## src/rtl/fetch_pc_gen.sv

```systemverilog
// Fetch-stage next-PC generator: issues fetch addresses, steers on BTB hits,
// applies execute redirects and forwards resolved-branch updates to the BTB.
module fetch_pc_gen #(
   parameter logic [31:0] BOOT_ADDR = 32'h0000_0080
) (
   input  logic        clk,
   input  logic        reset,
   input  logic        fetch_en,
   output logic        fetch_req,
   output logic [30:0] fetch_addr,
   input  logic        fetch_gnt,
   output logic        btb_rd,
   output logic [30:0] pc_r,
   input  logic        btb_hit,
   input  logic [30:0] target_pc_r,
   output logic        btb_wr,
   output logic        btb_invalid,
   output logic [30:0] pc_w,
   output logic [31:0] target_pc_w,
   input  logic        ex_br_valid,
   input  logic [30:0] ex_br_pc,
   input  logic        ex_br_taken,
   input  logic        ex_br_pred_hit,
   input  logic [30:0] ex_br_target,
   input  logic        ex_redirect,
   input  logic [30:0] ex_redirect_pc,
   output logic        pred_valid,
   output logic [30:0] pred_pc,
   output logic        pred_taken,
   output logic [30:0] pred_target
);

   localparam int unsigned PC_W = 31;

   typedef enum logic [1:0] {
      IDLE  = 2'd0,
      RUN   = 2'd1,
      REDIR = 2'd2
   } state_t;

   state_t            state_q, state_d;
   logic [PC_W-1:0]   pc_q, pc_d;
   logic              f2_valid_q, f2_valid_d;
   logic [PC_W-1:0]   f2_pc_q, f2_pc_d;
   logic [PC_W-1:0]   pc_seq;
   logic              issue;
   logic              f2_taken;

   // State, fetch PC and F2 prediction-stage registers
   always_ff @(posedge clk) begin
      if (reset) begin
         state_q    <= IDLE;
         pc_q       <= BOOT_ADDR[31:1];
         f2_valid_q <= 1'b0;
         f2_pc_q    <= '0;
      end else begin
         state_q    <= state_d;
         pc_q       <= pc_d;
         f2_valid_q <= f2_valid_d;
         f2_pc_q    <= f2_pc_d;
      end
   end

   // Next-state, next-PC and all combinational outputs
   always_comb begin
      state_d     = state_q;
      pc_d        = pc_q;
      f2_valid_d  = 1'b0;
      f2_pc_d     = f2_pc_q;
      pc_seq      = {pc_q[30:1] + 30'd1, 1'b0};

      // BTB is single ported: a resolved-branch write steals the lookup slot
      btb_wr      = ex_br_valid & (ex_br_taken | ex_br_pred_hit);
      btb_invalid = btb_wr & ~ex_br_taken;
      pc_w        = ex_br_pc;
      target_pc_w = {ex_br_target, 1'b0};

      fetch_req   = (state_q == RUN) & ~ex_redirect & ~btb_wr;
      issue       = fetch_req & fetch_gnt;
      btb_rd      = issue;
      fetch_addr  = pc_q;
      pc_r        = pc_q;

      pred_valid  = f2_valid_q & ~ex_redirect;
      f2_taken    = f2_valid_q & btb_hit;
      pred_taken  = pred_valid & btb_hit;
      pred_pc     = f2_pc_q;
      pred_target = target_pc_r;

      if (ex_redirect) begin
         state_d = REDIR;
      end else begin
         unique case (state_q)
            IDLE, RUN, REDIR: state_d = fetch_en ? RUN : IDLE;
            default:          state_d = IDLE;
         endcase
      end

      if (issue) begin
         f2_pc_d = pc_q;
      end

      // A taken prediction squashes the fetch issued alongside it (1-bubble penalty)
      if (ex_redirect) begin
         pc_d       = ex_redirect_pc;
         f2_valid_d = 1'b0;
      end else if (f2_taken) begin
         pc_d       = target_pc_r;
         f2_valid_d = 1'b0;
      end else if (issue) begin
         pc_d       = pc_seq;
         f2_valid_d = 1'b1;
      end
   end

endmodule

```

## config.mk

```make
export PLATFORM = sky130hd
export DESIGN_NAME = fetch_pc_gen
export DESIGN_NICKNAME = d
export VERILOG_FILES = /design/src/rtl/fetch_pc_gen.sv
export SDC_FILE = /design/constraint.sdc
export NUM_CORES = 1
export LEC_CHECK = 0
export BUFFER_PORTS_ARGS = -buffer_cell sky130_fd_sc_hd__buf_2
export CELL_PAD_IN_SITES_DETAIL_PLACEMENT = 1
export CELL_PAD_IN_SITES_GLOBAL_PLACEMENT = 1
export CORE_MARGIN = 4
export CORE_UTILIZATION = 30
export DETAILED_ROUTE_END_ITERATION = 12
export PLACE_DENSITY = 0.91
export SKIP_LAST_GASP = 1
export SLEW_MARGIN = 30
export SYNTH_ARGS = -nofsm -noshare
export SYNTH_HDL_FRONTEND = slang
export SYNTH_SLANG_ARGS = --single-unit
```

## constraint.sdc

```tcl
create_clock -name clk -period 3.68 [get_ports clk]
set_input_delay 0.552 -clock clk [delete_from_list [all_inputs] [get_ports clk]]
set_output_delay 0.552 -clock clk [all_outputs]
set_load 0.01 [all_outputs]
```

==> flow_summary.json, run 1 <==
{
  "synthesis.nets": 745,
  "drv_cap": 0,
  "maxClockFrequency_mhz": 369,
  "yosysTopAreaCell": "dfxtp_1",
  "fill_cells": 1863,
  "postSynth.asyncResetShare_pct": 0,
  "place_congestion": 0.788,
  "critPathSlowestCell": "inv_2",
  "ys.flop_type": "dfxtp_1",
  "die_w_um": 131,
  "initial_core_util_pct": 31.0,
  "clk_pin_slew_ns": 0.06,
  "yosysSeqAreaShare_pct": 28.6,
  "tritoncts": "done",
  "io_pins": 326,
  "syn_area_sq_mm": 0.00456,
  "p_leak_nw": 2.23,
  "critPathArrivalTime_ns": 2.16,
  "synth_area_leaders": "dfxtp_1 29%, buf_4 21%, a21oi_1 7.6%, nand2_1 7.4%, nor2_1 2.9%",
  "worstSetupPathType": "input port to primary output",
  "drt_iter0_markers": 222,
  "grt_max_degree": 58,
  "ir_drop_uv": 158,
  "io_buffers": 200,
  "drc": 0,
  "ant_nets": 0,
  "finalNetCount": 804,
  "cp_max_fo": 34,
  "dp.final_hpwl_um": 12300,
  "num_rows": 44,
  "crit_path_end_kind": "primary output",
  "grt_pass1_wl_um": 26300,
  "hold_buffers": 0,
  "fin_skew_ns": 0.00686,
  "post_cts_buffers": 0,
  "firstDrtPassIters": 4,
  "grt.total_usage_pct": 18.6,
  "drv_slew": 0,
  "htreeDepth": 3,
  "timing.final.crit_share_pct": 73.7,
  "vias": 4504,
  "clk_path_buf_depth": 2,
  "root_buffer": "clkbuf_16",
  "viasPerCell": 5.24,
  "p_per_area_mw_per_mm2": 389,
  "final_util_pct": 34.5,
  "syn_avg_cell_area_sq_um": 7.46,
  "grt_pass1_vias": 4756,
  "pre_cts_slack_ns": 0.901,
  "placedInstanceArea_sq_mm": 0.00478,
  "min_period_ns": 2.71,
  "yosysUniqueCellTypes": 65,
  "synth_top_area_share_pct": 28.6,
  "outcome": "complete, no violations",
  "cts_resized": 0,
  "clk_latency_ns": 0.34,
  "cts.sinks": 65,
  "antenna_found_initial": 0,
  "cts_buffers": 9,
  "tightestPinTransition_ns": 0.850,
  "max_slew_margin_pct": 43.3,
  "hold_path.class": "input port to flop",
  "core_sq_mm": 0.0147,
  "crit_path_max_incr_delay_ns": 0.57,
  "fin_ws_ns": 0.970,
  "diodes": 0,
  "required_ns": 3.13,
  "syn_to_final_growth_pct": 11.4,
  "rsz0062_at_grt": "false",
  "die_h_um": 131,
  "stdcell_area_sq_mm": 0.00508,
  "hold_slack_ns": 0.445,
  "synth_cells": 611,
  "finalWirelength_um": 16300,
  "startpoint_type": "input port",
  "tns_ns": 0,
  "crit_top_cell": "buf_2",
  "routedWlPerCell_um": 19.0,
  "overflow": 0,
  "setup_viol": 0,
  "ys_ff_latch": 65,
  "die_area_sq_mm": 0.0172,
  "crit_chain": "buf_2 -> and4bb_2 -> nand2_2 -> inv_2 -> buf_2",
  "finalHoldViolations": 0,
  "synth_enable_flop_cells": 0,
  "ys_warn_count": 0,
  "drive_gt1_share_pct": 35.4
}
-- cell families after synthesis --
group	count (synthesis)	synth area share, %
buf+inv	170	24.4
mux	3	0.714
fa+ha+maj	1	0.275
simple gates	216	24.5
xor+xnor	2	0.384
other cells	1	0.0823
flops	65	28.6
compound gates	153	21.1
-- report_power, final --
part,internal [mW],leakage [nW],total (mW),switching (mW)
Clock,0.538,0.148,0.866,0.328
Combinational,0.132,1.55,0.308,0.176
Sequential,0.734,0.532,0.800,0.0664
-- Yosys cell counts, types with 3 or more instances --
cell	instances
buf_4	125
nand2_1	90
a21oi_1	69
dfxtp_1	65
nor2_1	35
clkbuf_1	25
o21ai_0	19
o31ai_1	16
nor2b_1	12
nand2b_1	11
nand3_1	11
nand4_1	10
nor3_1	9
inv_1	8
buf_1	7
nor4_1	6
a21o_1	5
a22oi_1	5
a211oi_1	4
buf_2	4
nor3b_1	4
a31oi_1	3
nand3b_1	3
o21bai_1	3
or3_1	3
or4b_1	3
-- state kept, by name, indices dropped and copies added, names as in the netlist --
name,count
state_q,2
fetch_addr,31
f2_valid_q,1
pred_pc,31
-- worst max-delay path: cells and delay by family --
kind / cells / cell delay (ns)
buf+inv: 3 / 1.02
simple gates: 2 / 0.58
-- per-layer routing --
| layer | global-route usage [%] | wire length [um] | up-vias |
|---|---|---|---|
| met3 | 4.32 | 1030 | 45 |
| met1 | 22.8 | 6990 | 2163 |
| met5 | 0 | 0 | - |
| met2 | 32.0 | 7790 | 169 |
| met4 | 7.00 | 472 | 0 |
| li1 | - | - | 2127 |
-- stage by stage --
step	instances	power, mW
3_3_place_gp	843	1.12
4_1_cts	859	2.00
2_1_floorplan	611	1.08
6_report	859	1.97
5_1_grt	859	2.06
3_5_place_dp	843	1.13
-- final cells by class --
cell class	count	area [sq um]	share of cell area (%)
Clock inverter	6	57.6	1.13
Clock buffer	10	239	4.71
Multi-Input combinational cell	376	2150	42.3
Tap cell	184	230	4.54
Inverter	9	33.8	0.666
Timing Repair Buffer	209	1070	21.0
Sequential cell	65	1300	25.6
-- cell usage in the layout, fill, tap and decap left out, drive strengths merged, types with 5 or more instances in the layout --
cell / instances
nand3: 11
nand2: 90
nor2b: 12
a21oi: 69
inv: 9
buf: 209
o31ai: 16
nor3: 10
o21ai: 20
dfxtp: 65
clkbuf: 10
a22oi: 5
a21o: 5
nand4: 13
nand2b: 11
nor2: 35
nor4: 8
-- path summary, 6_finish.rpt --
check	start	endpoint	slack [ns]	depth (start not counted)
hold / removal	fetch_en	state_q[0]$_SDFF_PP0_	0.44	3
hold reg to reg	pred_pc[3]$_SDFFE_PP0P_	pred_pc[3]$_SDFFE_PP0P_	0.46	2
setup reg to reg	fetch_addr[2]$_SDFFE_PP0P_	fetch_addr[23]$_SDFFE_PP0P_	1.19	6
setup / recovery	ex_redirect	btb_rd	0.97	5
(Power assumes the default switching activity.)
==> run 2, diff against run 1 <==
CORE_UTILIZATION = 25   (was 30)
PLACE_DENSITY = 0.81   (was 0.91)
clock period = 2.4 ns   (was 3.68 ns; I/O delays follow)
==> run 2 against run 1 <==
Against the previous run:
- hold slack got worse by 0.21 ns
- first-iteration DRC count decreased by 11%
- cell area increased by 3.9%
==> flow_summary.json, run 2 (synthesis results as in run 1) <==
{
  "p_per_area_mw_per_mm2": 583,
  "worstSetupPathType": "flop to flop",
  "crit_start": "fetch_addr[12]$_SDFFE_PP0P_",
  "clk_latency_ns": 0.34,
  "crit_chain": "nand4_1 -> nor4_4 -> nand4_2 -> or4b_1 -> a21oi_1",
  "post_cts_buffers": 0,
  "grt_pass1_wl_um": 26500,
  "timing.final.crit_share_pct": 90.3,
  "tns_ns": 0,
  "overflow": 0,
  "pwr-share-seq_pct": 39.5,
  "p_switching_mw": 0.904,
  "drv_slew": 0,
  "worstSetupPathDepth": 5,
  "core_sq_mm": 0.0180,
  "hold_path.class": "input port to flop",
  "outcome": "complete, no violations",
  "reg2reg_from": "fetch_addr[12]$_SDFFE_PP0P_",
  "critPathArrivalTime_ns": 2.44,
  "syn_to_final_growth_pct": 15.8,
  "io_buffers": 200,
  "max_slew_margin_pct": 53.6,
  "drive_gt1_share_pct": 36.8,
  "fill_cells": 2229,
  "swShare_pct": 29.4,
  "fin_skew_ns": 0.00720,
  "routedWlPerCell_um": 19.0,
  "viasPerCell": 4.94,
  "critPathSlowestCell": "dfxtp_1",
  "die_area_sq_mm": 0.0205,
  "drc": 0,
  "layout_common_cells": "200 x buf_2, 89 x nand2_1, 68 x a21oi_1",
  "grt.total_usage_pct": 16.9,
  "r2r_slack_ns": 0.23,
  "placedInstanceArea_sq_mm": 0.00498,
  "pwr-share-comb_pct": 16.7,
  "r2r_end": "fetch_addr[30]$_SDFFE_PP0P_",
  "die_h_um": 143,
  "initial_core_util_pct": 25.4,
  "dp_cells": 903,
  "fin_cells": 919,
  "io_pins": 326,
  "rsz0062_at_grt": "false",
  "root_buffer": "clkbuf_16",
  "mostFrequentLayoutCell": "buf_2",
  "cts_buffers": 9,
  "endpoint": "fetch_addr[30]$_SDFFE_PP0P_",
  "antenna_found_initial": 1,
  "cp_max_fo": 6,
  "ant_nets": 0,
  "num_rows": 49,
  "finalNetCount": 819,
  "die_w_um": 143,
  "cts.sinks": 65,
  "ir_drop_uv": 321,
  "startpoint_type": "flop",
  "tightestPinTransition_ns": 0.690,
  "clk_pin_slew_ns": 0.06,
  "maxClockFrequency_mhz": 461,
  "vias": 4537,
  "firstDrtPassIters": 4,
  "stdcell_area_sq_mm": 0.00528,
  "cts_resized": 0,
  "setup_viol": 0,
  "htreeDepth": 3,
  "final_util_pct": 29.4,
  "min_period_ns": 2.17,
  "hold_buffers": 0,
  "required_ns": 2.67,
  "finalWirelength_um": 17500,
  "drt_iter0_markers": 197,
  "tritoncts": "done",
  "finalHoldViolations": 0,
  "crit_path_end_kind": "flop",
  "grt_pass1_vias": 4603,
  "p_leak_nw": 2.31,
  "diodes": 0,
  "cp_num_buf_inv": 0,
  "dp.final_hpwl_um": 13400,
  "clk_path_buf_depth": 2,
  "p_clk_share_pct": 43.8,
  "reg2reg_depth": 5,
  "crit_path_max_incr_delay_ns": 0.56,
  "p_int_mw": 2.17,
  "path_delay_family": "simple AND/OR/NAND/NOR gates",
  "drv_cap": 0,
  "grt_max_degree": 74,
  "place_congestion": 0.801
}
==> run 2: cell types whose count changed in the layout (fill, tap and decap cells not counted) <==
cell	change
a21oi_1	-1
clkinv_2	-2
clkbuf_1	+1
a21oi_2	+1
buf_4	+13
clkinvlp_4	+1
buf_12	+2
==> run 2: metrics by stage <==
stage | total power, mW | hold WS (ns) | worst slack [ns]
2_1_floorplan | 1.66 | 0.413 | 0.278
3_3_place_gp | 1.75 | 0.438 | 0.303
3_5_place_dp | 1.76 | 0.443 | 0.281
4_1_cts | 3.12 | 0.225 | 0.242
5_1_grt | 3.22 | 0.256 | 0.121
6_report | 3.08 | 0.233 | 0.232
==> run 2: worst min-delay path by stage <==
stage,startpoint,to,slack [ns],depth (start not counted)
detailed placement,pred_pc[17]$_SDFFE_PP0P_,pred_pc[17]$_SDFFE_PP0P_,0.44,2
floorplan,state_q[0]$_SDFF_PP0_,state_q[0]$_SDFF_PP0_,0.41,1
global placement,state_q[0]$_SDFF_PP0_,state_q[0]$_SDFF_PP0_,0.44,1
finish,fetch_en,state_q[0]$_SDFF_PP0_,0.23,3
CTS,fetch_en,state_q[0]$_SDFF_PP0_,0.23,3
global route,fetch_en,state_q[0]$_SDFF_PP0_,0.26,3
==> run 2: per-layer routing <==
metal  track usage [%]  up-vias  share of wire, %
li1                  -     2160                 -
met1              20.7     2146                41
met2              28.6      184                48
met3              3.28       45               7.5
met4              7.65        2               2.9
met5                 0        -             0.074
==> run 2: layout make-up <==
class / count / area, sq um / share of cell area [%]
Clock buffer: 11 / 243 / 4.60
Clock inverter: 5 / 55.1 / 1.04
Inverter: 9 / 33.8 / 0.640
Multi-Input combinational cell: 376 / 2150 / 40.7
Sequential cell: 65 / 1300 / 24.7
Tap cell: 229 / 287 / 5.43
Timing Repair Buffer: 224 / 1210 / 22.9
==> run 2: worst register-to-register path: cells and delay by family (launching register included) <==
| kind | cells | cell delay (ns) |
|---|---|---|
| flops | 1 | 0.56 |
| compound gates | 1 | 0.15 |
| simple gates | 4 | 1.40 |
==> run 2: power groups by stage <==
stage	combinational, mW	sequential, mW	clock [mW]
5_1_grt	0.569	1.23	1.43
2_1_floorplan	0.426	1.23	0
4_1_cts	0.521	1.22	1.38
6_report	0.513	1.21	1.35
3_3_place_gp	0.509	1.24	0
3_5_place_dp	0.519	1.24	0
